--- src/rtl/edge_tx_streamer.sv ---
// edge_tx_streamer: FIFO-buffered byte producer driving the UART tx_flag/tx_data strobe pair,
// pacing strobes with a fixed byte-frame timer because the transmitter reports no busy state.
module edge_tx_streamer #(
  parameter int CLK_FREQ   = 50000000,
  parameter int BAUD       = 9600,
  parameter int GUARD_BITS = 1,
  parameter int FIFO_DEPTH = 16,
  parameter int ADDR_W     = 4
) (
  input  logic              sclk,
  input  logic              rst_n,
  input  logic              in_valid,
  input  logic [7:0]        in_data,
  input  logic              en,
  input  logic              clr_ovf,
  output logic              in_ready,
  output logic              tx_flag,
  output logic [7:0]        tx_data,
  output logic              busy,
  output logic [ADDR_W:0]   level,
  output logic              overflow
);
  localparam int BYTE_CYCLES = (CLK_FREQ / BAUD) * (10 + GUARD_BITS);
  localparam int CNT_W = BYTE_CYCLES > 2 ? $clog2(BYTE_CYCLES) : 1;
  typedef enum logic [1:0] {IDLE, SEND, WAIT} state_t;
  state_t state_q, state_d;
  logic [CNT_W-1:0] cnt_q, cnt_d;
  logic [ADDR_W-1:0] rd_ptr_q, rd_ptr_d, wr_ptr_q, wr_ptr_d;
  logic [ADDR_W:0] level_q, level_d;
  logic [7:0] tx_data_q, tx_data_d;
  logic ovf_q, ovf_d;
  logic [7:0] mem_q [FIFO_DEPTH];
  logic full, push, drop, pop, frame_end;
  always_comb begin
    full = level_q == (ADDR_W+1)'(FIFO_DEPTH);
    push = in_valid && !full;
    drop = in_valid && full;
    frame_end = cnt_q == CNT_W'(BYTE_CYCLES - 2);
    // The frame timer ends one cycle early so the next SEND lands exactly BYTE_CYCLES after the last.
    pop = en && level_q != '0 && (state_q == IDLE || (state_q == WAIT && frame_end));
    state_d = pop ? SEND : (state_q == SEND || (state_q == WAIT && !frame_end)) ? WAIT : IDLE;
    cnt_d = state_q == WAIT ? cnt_q + 1'b1 : '0;
    rd_ptr_d = pop ? rd_ptr_q + 1'b1 : rd_ptr_q;
    wr_ptr_d = push ? wr_ptr_q + 1'b1 : wr_ptr_q;
    level_d = level_q + (ADDR_W+1)'(push) - (ADDR_W+1)'(pop);
    tx_data_d = pop ? mem_q[rd_ptr_q] : tx_data_q;
    ovf_d = drop || (ovf_q && !clr_ovf);
  end
  always_ff @(posedge sclk or negedge rst_n) begin
    if (!rst_n) begin
      state_q   <= IDLE;
      cnt_q     <= '0;
      rd_ptr_q  <= '0;
      wr_ptr_q  <= '0;
      level_q   <= '0;
      tx_data_q <= 8'h00;
      ovf_q     <= 1'b0;
    end else begin
      state_q   <= state_d;
      cnt_q     <= cnt_d;
      rd_ptr_q  <= rd_ptr_d;
      wr_ptr_q  <= wr_ptr_d;
      level_q   <= level_d;
      tx_data_q <= tx_data_d;
      ovf_q     <= ovf_d;
    end
  end
  always_ff @(posedge sclk) begin
    if (push) mem_q[wr_ptr_q] <= in_data;
  end
  assign in_ready = !full;
  assign tx_flag  = state_q == SEND;
  assign busy     = state_q != IDLE;
  assign level    = level_q;
  assign tx_data  = tx_data_q;
  assign overflow = ovf_q;
endmodule

--- config.mk ---
export PLATFORM = sky130hd
export DESIGN_NAME = edge_tx_streamer
export DESIGN_NICKNAME = d
export VERILOG_FILES = /design/src/rtl/edge_tx_streamer.sv
export SDC_FILE = /design/constraint.sdc
export NUM_CORES = 1
export LEC_CHECK = 0
export CAP_MARGIN = 20
export CORE_ASPECT_RATIO = 0.8
export CORE_MARGIN = 4
export CORE_UTILIZATION = 60
export DETAILED_ROUTE_END_ITERATION = 8
export GPL_TIMING_DRIVEN = 0
export HOLD_SLACK_MARGIN = 0.08
export PLACE_DENSITY_LB_ADDON = 0.1
export RECOVER_POWER = 25
export SYNTH_ARGS = -nofsm -noshare
export SYNTH_HDL_FRONTEND = slang
export SYNTH_SLANG_ARGS = --single-unit
--- constraint.sdc ---
create_clock -name sclk -period 6.2 [get_ports sclk]
set_input_delay 0.62 -clock sclk [delete_from_list [all_inputs] [get_ports sclk]]
set_output_delay 0.62 -clock sclk [all_outputs]
set_load 0.01 [all_outputs]
==> results.tsv <==
metric	value	unit
RSZ-0062 raised after global routing	false	
Core Area	11100	sq um
Sw Pwr	1.22	mW
Die Y	104	microns
Yosys reg bits	168	
worst path cell trace	inv_1, ha_1, nor4bb_1, nor2b_1, buf_1, xnor2_1, ha_1, inv_1, fa_1, inv_1, a21oi_1, o21bai_1, xnor2_1	
Sink Count	168	
clock buffer depth	2	
Finished Cell Area	8020	sq um
Detailed Route WL	14600	microns
Critical Path Source	level[2]	
Yosys warning count	0	
initial drt markers	392	
CTS tree	done	
CP endpoint kind	flop	
Hold Path Class	flop to flop	
reg2reg setup slack	3.29	ns
Hold Vio Cnt, Final	0	
critical path type	flop to flop	
antenna diode count	0	
Layout Nets	531	
Total GRT Usage	23.2	%
Sw Ratio	33.5	%
slowest CP cell	nor4bb_1	
Root Driver	clkbuf_16	
dominant synthesized flop cell	edfxtp_1	
vias in the first global route	4056	
layout cells sized above 1	12.9	%
vias per inst	6.09	
run status	complete, but fails checks	
Die W	129	microns
Net Count, Synth	477	
Logic pwr share	32.8	%
Int Pwr	2.43	mW
Final Max Slew Viols	36	
Reg-to-Reg Start	level[2]	
total CTS buffers	17	
DR WL/cell	22.0	microns
GRT overflow	0	
Worst-path clk slew	0.06	ns
Setup WS post-layout	3.29	ns
clock power share	26.6	%
Sequential Power Share	40.5	%
global-route wire length before repair	23000	microns
Worst path most repeated cell	inv_1	
antenna viol nets, final	0	
Synth Instances	451	
Area Overhead vs Synth	15.1	%
worst endpoint required time	6.54	ns
io pins	30	
Max-Cap Viols	1	
final worst-path cycle share	47.0	%
Worst path max stage delay	0.47	ns
placed cell area	7480	sq um
Initial Util	62.8	%
Final setup viols	0	
largest net degree at the start of global routing	36	
# rows	34	
Leak	2.91	nW
setup TNS	0	ns
number of synthesized flops with an enable pin	128	
Peak VDD IR	0.257	mV
Clock Latency Late Sink	0.41	ns
clk_skew	0.00785	ns
post-synthesis async set-or-reset flop share	23.8	%
CTS H-tree lvls	4	
Fill cells	739	
Post-Synthesis Mean Instance Area	15.5	sq um
Die Area	13400	sq um
sequential element share of the synthesized area	69.5	%
crit-path max FO	10	
initial antenna violation count	0	
Synth cell types	48	
placed wire-length estimate	10000	microns
drt drc	0	
Place WS	3.13	ns
register area	4840	sq um
Least-Margin Pin Slew	1.96	ns
Resized Gates After CTS	0	
Startpoint Class	flop	
Pwr Density	454	nW/um^2
mapped cell area	6970	sq um
Max Fclk	343	MHz
IO buf count	29	
Worst Hold Launch	cnt_q[0]	
Buf/Inv on CP	4	
GPL Wtd Cong	0.925	
Vias	4029	
area occupied by multi-input gates	1950	sq um
CP Data Arrival Time	3.25	ns
failing checks	capacitance limit, slew limit	
min Tclk post-route	2.91	ns
TritonRoute pass-1 iters	4	
Worst path top cell family by delay	adder cells	
Slew headroom	-30.4	%
[cell usage after synthesis, types with 6 or more instances]
cell type	instances	area [sq um]
xnor2_1	11	96.3
a21oi_1	17	85.1
dfrtp_1	40	1000
o21ai_0	11	55.1
mux4_2	10	225
edfxtp_1	128	3840
buf_2	9	45.0
nor2_1	26	97.6
ha_1	12	150
mux2i_1	44	440
a221oi_1	6	52.6
nand3_1	13	65.1
nor3_1	7	35.0
clkbuf_1	8	30.0
a31oi_1	8	50.1
nand2_1	14	52.6
inv_1	16	60.1
xor2_1	8	70.1
a22oi_1	12	90.1
[placed cells by master, fill, tap and decap left out, drive strengths merged, types with 2 or more instances in the layout]
cell type	instances
nor3	7
or2	3
xor2	8
nand4	5
dfrtp	40
nor2b	4
clkinv	4
nand2b	4
buf	19
a31oi	8
o211ai	2
dlygate4sd3	5
nor2	26
inv	23
xnor2	12
a22oi	12
nand3	14
a21oi	17
a2bb2oi	2
ha	12
nand2	15
mux4	10
o21ai	11
o31ai	2
clkinvlp	2
mux2i	44
a221oi	6
or3	4
edfxtp	128
clkdlybuf4s50	24
o21bai	2
clkbuf	30
or4	2
[kinds of logic after synthesis]
logic type	Yosys count	synth area share, %
AO/OA/AOI/OAI	65	6.30
AND/OR/NAND/NOR	90	6.91
buffers and inverters	40	2.53
XOR/XNOR	20	2.62
multiplexers	55	9.71
flip-flops	168	69.5
adder cells (fa/ha/maj)	13	2.44
[final cells by class]
type | instances | share of cell area, %
Tap cell | 144 | 2.25
Sequential cell | 168 | 60.4
Inverter | 17 | 0.796
Timing Repair Buffer | 35 | 4.02
Multi-Input combinational cell | 243 | 24.3
Buffer | 23 | 1.40
Clock buffer | 20 | 5.69
Clock inverter | 12 | 1.12
[state kept, by name (all words and copies together) (netlist names)]
| name | flops |
|---|---|
| tx_data | 8 |
| wr_ptr_q | 4 |
| cnt_q | 16 |
| level | 5 |
| state_q | 2 |
| rd_ptr_q | 4 |
| mem_q | 128 |
| overflow | 1 |
[metal layers]
| layer | vias to the layer above | share of wire [%] | GRT usage [%] |
|---|---|---|---|
| met1 | 2026 | 45 | 35.6 |
| met2 | 167 | 46 | 33.6 |
| met3 | 17 | 7.8 | 5.13 |
| met5 | - | 0 | 0 |
| met4 | 0 | 1.3 | 6.97 |
| li1 | 1819 | - | - |
[worst register-to-register path: cells and delay by family, from the launching register on]
kind / cells / cell delay (ns)
and+or+nand+nor: 2 / 0.58
AOI/OAI and AO/OA: 2 / 0.22
DFF: 1 / 0.40
adders and majority gates: 3 / 0.82
xor gates and xnor gates: 2 / 0.35
buffers and inverters: 4 / 0.47
[power groups by stage]
stage,sequential (mW),clock (mW),combinational [mW]
6_report,1.48,0.970,1.20
5_1_grt,1.49,1.04,1.29
4_1_cts,1.48,0.981,1.20
3_5_place_dp,1.50,0,1.19
3_3_place_gp,1.49,0,1.15
2_1_floorplan,1.49,0,0.775
[timing repair]
item | 4_1_cts | 5_1_grt
endpoints found under the hold margin | 5 | 0
hold buffers | 1 | 0
buffers inserted | 0 | 0
[per-stage QoR]
stage	utilization, %	std cells	hold slack, ns	power [mW]
5_1_grt	72.2	662	0.569	3.82
4_1_cts	72.4	662	0.538	3.65
3_5_place_dp	67.4	629	0.461	2.69
2_1_floorplan	-	451	0.324	2.27
3_3_place_gp	67.0	624	0.488	2.65
6_report	72.2	662	0.536	3.65
[path summary, 6_finish.rpt]
kind	depth (start not counted)	endpoint
worst max-delay path	13	level[4]
worst min-delay path	1	cnt_q[0]
worst max register to register	13	level[4]
worst min register to register	1	cnt_q[0]
max in group asynchronous	3	tx_data[3]
min in group asynchronous	2	cnt_q[9]
Power figures use the tool's default switching activity.
